## config.mk

```make
export PLATFORM = sky130hd
export DESIGN_NAME = uart_packet_parser
export DESIGN_NICKNAME = d
export VERILOG_FILES = /design/src/rtl/uart_packet_parser.sv
export SDC_FILE = /design/constraint.sdc
export NUM_CORES = 1
export LEC_CHECK = 0
export CORE_UTILIZATION = 30
export DETAILED_ROUTE_END_ITERATION = 7
export GPL_ROUTABILITY_DRIVEN = 1
export PLACE_DENSITY = 0.42
export SLEW_MARGIN = 5
export SYNTH_ARGS = -nofsm -noshare
export SYNTH_HDL_FRONTEND = slang
export SYNTH_SLANG_ARGS = --single-unit
```

## constraint.sdc

```tcl
create_clock -name clk -period 3.1 [get_ports clk]
set_input_delay 0.93 -clock clk [delete_from_list [all_inputs] [get_ports clk]]
set_output_delay 0.93 -clock clk [all_outputs]
set_load 0.02 [all_outputs]
```

## src/rtl/uart_packet_parser.sv

```systemverilog
`default_nettype none
// ============================================================================
// Module   : uart_packet_parser
// Function : Hunts SYNC/LEN/payload/CSUM frames from the UART receiver,
//            verifies the checksum and streams good payloads out.
// Revision : 1.0 - initial release
// ============================================================================
module uart_packet_parser #(
  parameter int              DW             = 8,
  parameter logic [DW-1:0]   SYNC_BYTE      = 8'hA5,
  parameter int              MAX_LEN        = 16,
  parameter int              TIMEOUT_CYCLES = 2000000
) (
  input  logic          clk,
  input  logic          rst,
  input  logic          rx_data_ready,
  input  logic [DW-1:0] rx_par,
  output logic          rx_akn,
  output logic [DW-1:0] out_data,
  output logic          out_valid,
  input  logic          out_ready,
  output logic          out_last,
  output logic          err_len,
  output logic          err_csum,
  output logic          err_timeout
);

  localparam int IW = $clog2(MAX_LEN + 1);
  localparam int AW = (MAX_LEN > 1) ? $clog2(MAX_LEN) : 1;
  localparam int TW = (TIMEOUT_CYCLES > 2) ? $clog2(TIMEOUT_CYCLES) : 1;
  localparam logic [IW-1:0] c_IDX_ONE  = IW'(1);
  localparam logic [TW-1:0] c_TMO_ONE  = TW'(1);
  localparam logic [TW-1:0] c_TMO_LAST = TW'(TIMEOUT_CYCLES - 1);
  localparam logic [DW-1:0] c_MAX_LEN  = DW'(MAX_LEN);

  typedef enum logic [2:0] {
    S_HUNT    = 3'd0,
    S_LEN     = 3'd1,
    S_PAYLOAD = 3'd2,
    S_CSUM    = 3'd3,
    S_DRAIN   = 3'd4
  } state_t;

  state_t          r_state;
  state_t          w_next;
  logic [IW-1:0]   r_len;
  logic [IW-1:0]   r_idx;
  logic [IW-1:0]   r_rd;
  logic [7:0]      r_sum;
  logic [TW-1:0]   r_tmo;
  logic [DW-1:0]   r_buf [2**AW];
  logic            r_err_len;
  logic            r_err_csum;
  logic            r_err_tmo;

  logic            w_acc;
  logic            w_in_frame;
  logic            w_tmo_hit;
  logic            w_len_bad;
  logic [7:0]      w_sum_next;
  logic [IW-1:0]   w_len_m1;
  logic            w_err_len;
  logic            w_err_csum;
  logic            w_err_tmo;

  assign w_in_frame = (r_state == S_LEN) || (r_state == S_PAYLOAD) || (r_state == S_CSUM);
  assign w_acc      = rx_data_ready && (w_in_frame || (r_state == S_HUNT));
  assign w_tmo_hit  = w_in_frame && (r_tmo == c_TMO_LAST);
  assign w_len_bad  = (rx_par == '0) || (rx_par > c_MAX_LEN);
  assign w_sum_next = r_sum + rx_par[7:0];
  assign w_len_m1   = r_len - c_IDX_ONE;

  assign err_len     = r_err_len;
  assign err_csum    = r_err_csum;
  assign err_timeout = r_err_tmo;

  always_ff @(posedge clk) begin
    if (!rst) begin
      r_state <= S_HUNT;
    end else begin
      r_state <= w_next;
    end
  end

  always_comb begin
    w_next     = r_state;
    rx_akn     = w_acc;
    out_valid  = 1'b0;
    out_last   = 1'b0;
    out_data   = '0;
    w_err_len  = 1'b0;
    w_err_csum = 1'b0;
    w_err_tmo  = 1'b0;
    case (r_state)
      S_HUNT: begin
        if (w_acc && (rx_par == SYNC_BYTE)) w_next = S_LEN;
      end
      S_LEN: begin
        if (w_acc) begin
          w_next    = w_len_bad ? S_HUNT : S_PAYLOAD;
          w_err_len = w_len_bad;
        end else if (w_tmo_hit) begin
          w_next    = S_HUNT;
          w_err_tmo = 1'b1;
        end
      end
      S_PAYLOAD: begin
        if (w_acc) begin
          if (r_idx == w_len_m1) w_next = S_CSUM;
        end else if (w_tmo_hit) begin
          w_next    = S_HUNT;
          w_err_tmo = 1'b1;
        end
      end
      S_CSUM: begin
        if (w_acc) begin
          w_next     = (w_sum_next == 8'd0) ? S_DRAIN : S_HUNT;
          w_err_csum = (w_sum_next != 8'd0);
        end else if (w_tmo_hit) begin
          w_next    = S_HUNT;
          w_err_tmo = 1'b1;
        end
      end
      S_DRAIN: begin
        out_valid = 1'b1;
        out_data  = r_buf[r_rd[AW-1:0]];
        out_last  = (r_rd == w_len_m1);
        if (out_ready && (r_rd == w_len_m1)) w_next = S_HUNT;
      end
      default: w_next = S_HUNT;
    endcase
  end

  // Counter restarts on any consumed byte or state change, so it only measures silence.
  always_ff @(posedge clk) begin
    if (!rst) begin
      r_len      <= '0;
      r_idx      <= '0;
      r_rd       <= '0;
      r_sum      <= '0;
      r_tmo      <= '0;
      r_err_len  <= 1'b0;
      r_err_csum <= 1'b0;
      r_err_tmo  <= 1'b0;
    end else begin
      r_err_len  <= w_err_len;
      r_err_csum <= w_err_csum;
      r_err_tmo  <= w_err_tmo;
      if (w_acc || !w_in_frame || (w_next != r_state)) begin
        r_tmo <= '0;
      end else begin
        r_tmo <= r_tmo + c_TMO_ONE;
      end
      case (r_state)
        S_HUNT: begin
          if (w_acc && (rx_par == SYNC_BYTE)) r_sum <= '0;
        end
        S_LEN: begin
          if (w_acc) begin
            r_sum <= rx_par[7:0];
            r_len <= rx_par[IW-1:0];
            r_idx <= '0;
          end
        end
        S_PAYLOAD: begin
          if (w_acc) begin
            r_sum <= w_sum_next;
            r_idx <= r_idx + c_IDX_ONE;
          end
        end
        S_CSUM: begin
          if (w_acc) begin
            r_sum <= w_sum_next;
            r_rd  <= '0;
          end
        end
        S_DRAIN: begin
          if (out_ready) r_rd <= r_rd + c_IDX_ONE;
        end
        default: ;
      endcase
    end
  end

  always_ff @(posedge clk) begin
    if ((r_state == S_PAYLOAD) && w_acc) begin
      r_buf[r_idx[AW-1:0]] <= rx_par;
    end
  end

endmodule
`default_nettype wire

```

* Word-level counts from Yosys, hierarchy flattened
Memories as Yosys holds them, arrays and structs flattened. A register that Yosys moved wholly into a read port is not among the register bits.
Cells that the tools add are included.
** Word-level totals
- Bits of input ports :: 12
- Memories kept :: 1
- Output and inout port bits :: 14
- Bits in registers :: 50
- Memory bits (writable) :: 128
** Operators by class
- Bitwise operators :: 2
- Multiplexer cells :: 27
- $lt $le $gt $ge :: 1
- Reductions and logical operators :: 29
- Add/sub/neg operators :: 5
- Equal/unequal tests :: 15
** Memories
- r_buf :: depth 16, bits a word 8, rd ports 1, clocked after memory_dff 1, write ports 1, RTL line 51 : logic [DW-1:0] r_buf [2**AW];
** Operators with widths (number)
- $mux W8 :: 4
- $mux W3 :: 8
- $pmux W8 S3 :: 1
- $add A21 B1 Y21 const B :: 1
- $eq A21 B21 Y1 const B :: 1
- $pmux W5 S2 :: 2
- $logic_not A8 Y1 :: 2
- $mux W5 :: 3
- $pmux W3 S5 :: 1
- $reduce_and A3 Y1 :: 4
- $add A5 B1 Y5 const B :: 2
- $eq A5 B5 Y1 :: 2
- $add A8 B8 Y8 :: 1
- $eq A8 B8 Y1 const B :: 1
- $gt A8 B5 Y1 const B :: 1
- $mux W4 :: 2
- $ne A2 B2 Y1 const B :: 4
- $reduce_bool A8 Y1 :: 1
- $eq A3 B2 Y1 const B :: 2
- $logic_or A1 B1 Y1 :: 6
- $reduce_or A3 Y1 :: 2
- $logic_and A1 B1 Y1 :: 5
- $mux W1 :: 5
- $sub A5 B1 Y5 const B :: 1
- other kinds (13) :: 17

* Longest topological paths before layout
- Word-level depth :: 11
- Mapped depth :: 8
- Depth with buffers taken out :: 8

* Least setup slack after synthesis
No wires, ideal clock.
- Path type :: in2reg
- From :: input port rx_par[0]
- To :: register r_err_csum, in the netlist err_csum
- Path buffers :: 0
- Arrival time :: 2.644 ns
- Required time :: 2.985 ns
- Stages on the path :: 8
- Slack :: 0.341 ns
- Setup time :: 0.115 ns
- Path through :: ha_1 inv_1 fa_1 nand2b_1 a21oi_1 xor2_1 or4b_1 o21ba_2
** On the way
- Cells in the longest elaborated chain, start to end :: 2
** Ends and longest elaborated chain
- start: declaration :: RTL line 17 : input logic [DW-1:0] rx_par,
- $add A8 B8 Y8 :: RTL line 70 : assign w_sum_next = r_sum + rx_par[7:0];
- $reduce_bool A8 Y1 :: RTL line 118 : w_err_csum = (w_sum_next != 8'd0);
- end signal: assignment :: RTL line 147 : r_err_csum <= w_err_csum;
- end: declaration :: RTL line 53 : logic r_err_csum;
No other way between the ends.
A chain may end at the register's enable or synchronous reset.

==> impl_metrics.json <==
{
  "run_status": "finished with violations",
  "violations": "negative setup slack",
  "grt_overflow": 0,
  "cts_num_sinks": 182,
  "nNetsFinal": 671,
  "drt-wirelength-per-cell_um": 18.89,
  "via_per_inst": 4.816,
  "drc": 0,
  "fp.dieH_um": 164.2,
  "clkSlewWorstSetupHoldPaths_ps": 70,
  "relSlewSlack": 0.5819,
  "num_antenna_cells": 0,
  "synth_top_area_share": 0.4870,
  "cpPeakStageDelay_ps": 490,
  "start_util": 0.3046,
  "netlist-cell-type-count": 59,
  "nFillCells": 2479,
  "clockBufferDepth": 2,
  "rsz0062_at_grt": "true",
  "syn-instance-count": 557,
  "vias": 4777,
  "antenna_found_initial": 0,
  "die_x_um": 164.2,
  "maxSlewViolCount": 0,
  "root_buffer": "clkbuf_16",
  "ys_warn_count": 0,
  "skew_ps": 13.26,
  "regArea_mm2": 0.004928,
  "cts_inserted_buffers": 17,
  "synth_ff_type": "edfxtp_1",
  "place.gp.congestion": 0.8189,
  "area_delta_synth_final_pct": 22.50,
  "setup_violations": 8,
  "grt_max_degree": 33,
  "layout_setup_ws_ps": -196.5,
  "layout-drive-gt1-share": 0.2496,
  "clk_latency_ps": 430,
  "multi_input_area_mm2": 0.002818,
  "hpwl_mm": 13.08,
  "io_buffer_count": 25,
  "synth_nets": 584,
  "drt_iter0_drc": 298,
  "p_leak_nw": 3.142,
  "placement.setup.worst_slack_ps": -321.8,
  "tritoncts": "yes",
  "max_slew.worst_pin.slew_ps": 624.5,
  "min_period_ps": 3296,
  "cp_slowest_cell": "mux4_2",
  "ant_nets": 0,
  "placementRows": 59,
  "power_density_mw_per_mm2": 501.5,
  "yosysSeqAreaShare": 0.6240,
  "synth-edff-count": 128,
  "critPathLaunchType": "flip-flop",
  "syn_area_mm2": 0.007893,
  "cts_hold_buf": 0,
  "cp_top_family": "multiplexers",
  "first_global_vias": 5002,
  "core_mm2": 0.02591,
  "fin_crit_sh": 1.063,
  "async_flop_share": 0,
  "io_pins": 26,
  "cp.required_ps": 2170,
  "tns_ps": -1253,
  "yosys.area.top_type": "edfxtp_1",
  "cp_cell_sequence": "buf_12 -> buf_12 -> mux4_2 -> mux4_2 -> and2_4 -> buf_6",
  "synth_area_leaders": "edfxtp_1, dfxtp_1, mux4_2",
  "htreeDepth": 4,
  "worstPathArrival_ps": 2370,
  "clock.fmax_ghz": 0.3034,
  "grt_pass1_wl_mm": 29.15,
  "timing.critical_path.buf_inv": 3,
  "grt_usage": 0.1497,
  "end_kind": "output port",
  "wirelength_mm": 18.74,
  "crit_type": "reg -> out",
  "ys_ff_latch": 182,
  "crit_fanout": 6,
  "hold_viol_final": 0,
  "peakVddDrop_mv": 0.2658,
  "hp-class": "reg -> reg",
  "postSynthAreaPerCell_um2": 14.17,
  "first_pass_iters": 4,
  "drv_cap": 0,
  "die-area_mm2": 0.02696
}
==> power by group <==
part	leakage (nW)	internal, mW	switching, mW
sequential	1.59	2.59	0.000259
clock	0.284	1.16	0.976
combinational	1.27	0.0466	0.0752
==> cell families (layout without fill, tap and decap cells) <==
family	after synthesis	after routing	share of synthesized area
buffers and inverters	42	142	0.02299
XOR/XNOR	41	41	0.04724
multiplexers	42	42	0.1167
AND/OR/NAND/NOR	175	175	0.1122
flip-flops	182	182	0.6240
adder cells (fa/ha/maj)	16	16	0.02600
AO/OA/AOI/OAI	59	59	0.05089
==> per-stage QoR <==
| stage | instance area (µm²) | power (mW) | cells | util | hold slack, ps |
|---|---|---|---|---|---|
| floorplan | 7893 | 2.683 | 557 | - | 426.1 |
| global placement | 8949 | 2.772 | 955 | 0.3454 | 441.4 |
| detailed placement | 8949 | 2.773 | 955 | 0.3454 | 453.2 |
| CTS | 9663 | 4.902 | 992 | 0.3729 | 472.0 |
| global route | 9668 | 5.007 | 992 | 0.3731 | 485.4 |
| finish | 9668 | 4.849 | 992 | 0.3731 | 472.7 |
==> layout make-up <==
type                            instances  area share
Tap cell                              335     0.04335
Sequential cell                       182      0.5098
Multi-Input combinational cell        333      0.2914
Clock inverter                         13     0.01372
Timing Repair Buffer                   91     0.08852
Clock buffer                           19     0.04581
Inverter                               19    0.007377
==> repair_timing <==
item / CTS / global route
setup buffers: 3 / 2
resized for setup: 60 / 7
cloned: 2 / 0
pin swaps: 0 / 1
endpoints found under the setup margin: 10 / 10
==> sequential cells by signal, summed over array words and instances (netlist names), named ones only <==
name,cells
err_csum,1
err_len,1
err_timeout,1
r_buf,128
r_idx,5
r_len,5
r_rd,5
r_state,3
r_sum,8
r_tmo,21
==> worst paths after layout <==
check / startpoint / end / slack (ps) / cells past startpoint
max reg2reg: r_sum[0]$_SDFFE_PN0P_ / err_csum$_SDFF_PN0_ / 870 / 8
min reg2reg: r_tmo[0]$_SDFF_PP0_ / r_tmo[0]$_SDFF_PP0_ / 470 / 1
max: flip-flop / out_data[3] / -200 / 6
min: r_tmo[0]$_SDFF_PP0_ / r_tmo[0]$_SDFF_PP0_ / 470 / 1
==> per-layer routing <==
layer  track usage  part of all wire  up-vias
met2        0.2403              0.48       76
li1              -                 -     2278
met1        0.2038              0.48     2407
met5             0                 0        -
met4       0.04545             0.011        0
met3       0.02879             0.031       16
==> placed cells by master (no fill, tap or decap), drive strengths merged, types with 2 or more instances in the layout <==
cell type      synthesis  layout
nor2                  70      70
and4                   2       2
and2                   9       9
o211ai                 4       4
clkdlybuf4s50          0      15
nor2b                  4       4
nor4b                  4       4
mux4                  40      40
clkbuf                10      19
nor3b                  4       4
inv                   19      28
xnor2                 22      22
dfxtp                 54      54
nand4                  9       9
a21oi                 15      15
nor3                  11      11
a2bb2oi                3       3
clkinv                 0       2
nand2b                10      10
mux2i                  2       2
a32o                   2       2
edfxtp               128     128
or3                    3       3
a22oi                  4       4
nand3b                 2       2
and3                   3       3
ha                    14      14
o21bai                 2       2
nor4                   8       8
a211oi                 8       8
nand2                 22      22
o21ai                 11      11
buf                   13      74
xor2                  18      18
nand3                  9       9
==> cell usage after synthesis, types with 2 or more instances <==
cell       count
o211ai_1       4
buf_1          5
nor3_1        11
ha_1          14
xnor2_1       22
buf_2          4
nor2b_1        4
and2_1         9
a2bb2oi_1      3
nor4b_1        4
edfxtp_1     128
xor2_1        18
a21oi_1       15
nand2b_1      10
mux4_2        40
mux2i_1        2
nand2_1       22
nor3b_1        3
clkbuf_1      10
nor4_1         7
a32o_1         2
o21ai_0       10
nand3_1        9
a22oi_1        4
nor2_1        70
and3_1         3
buf_4          3
nand4_1        9
o21bai_1       2
nand3b_1       2
and4_1         2
or3_1          3
inv_1         18
dfxtp_1       54
a211oi_1       7
Power figures use the tool's default switching activity.
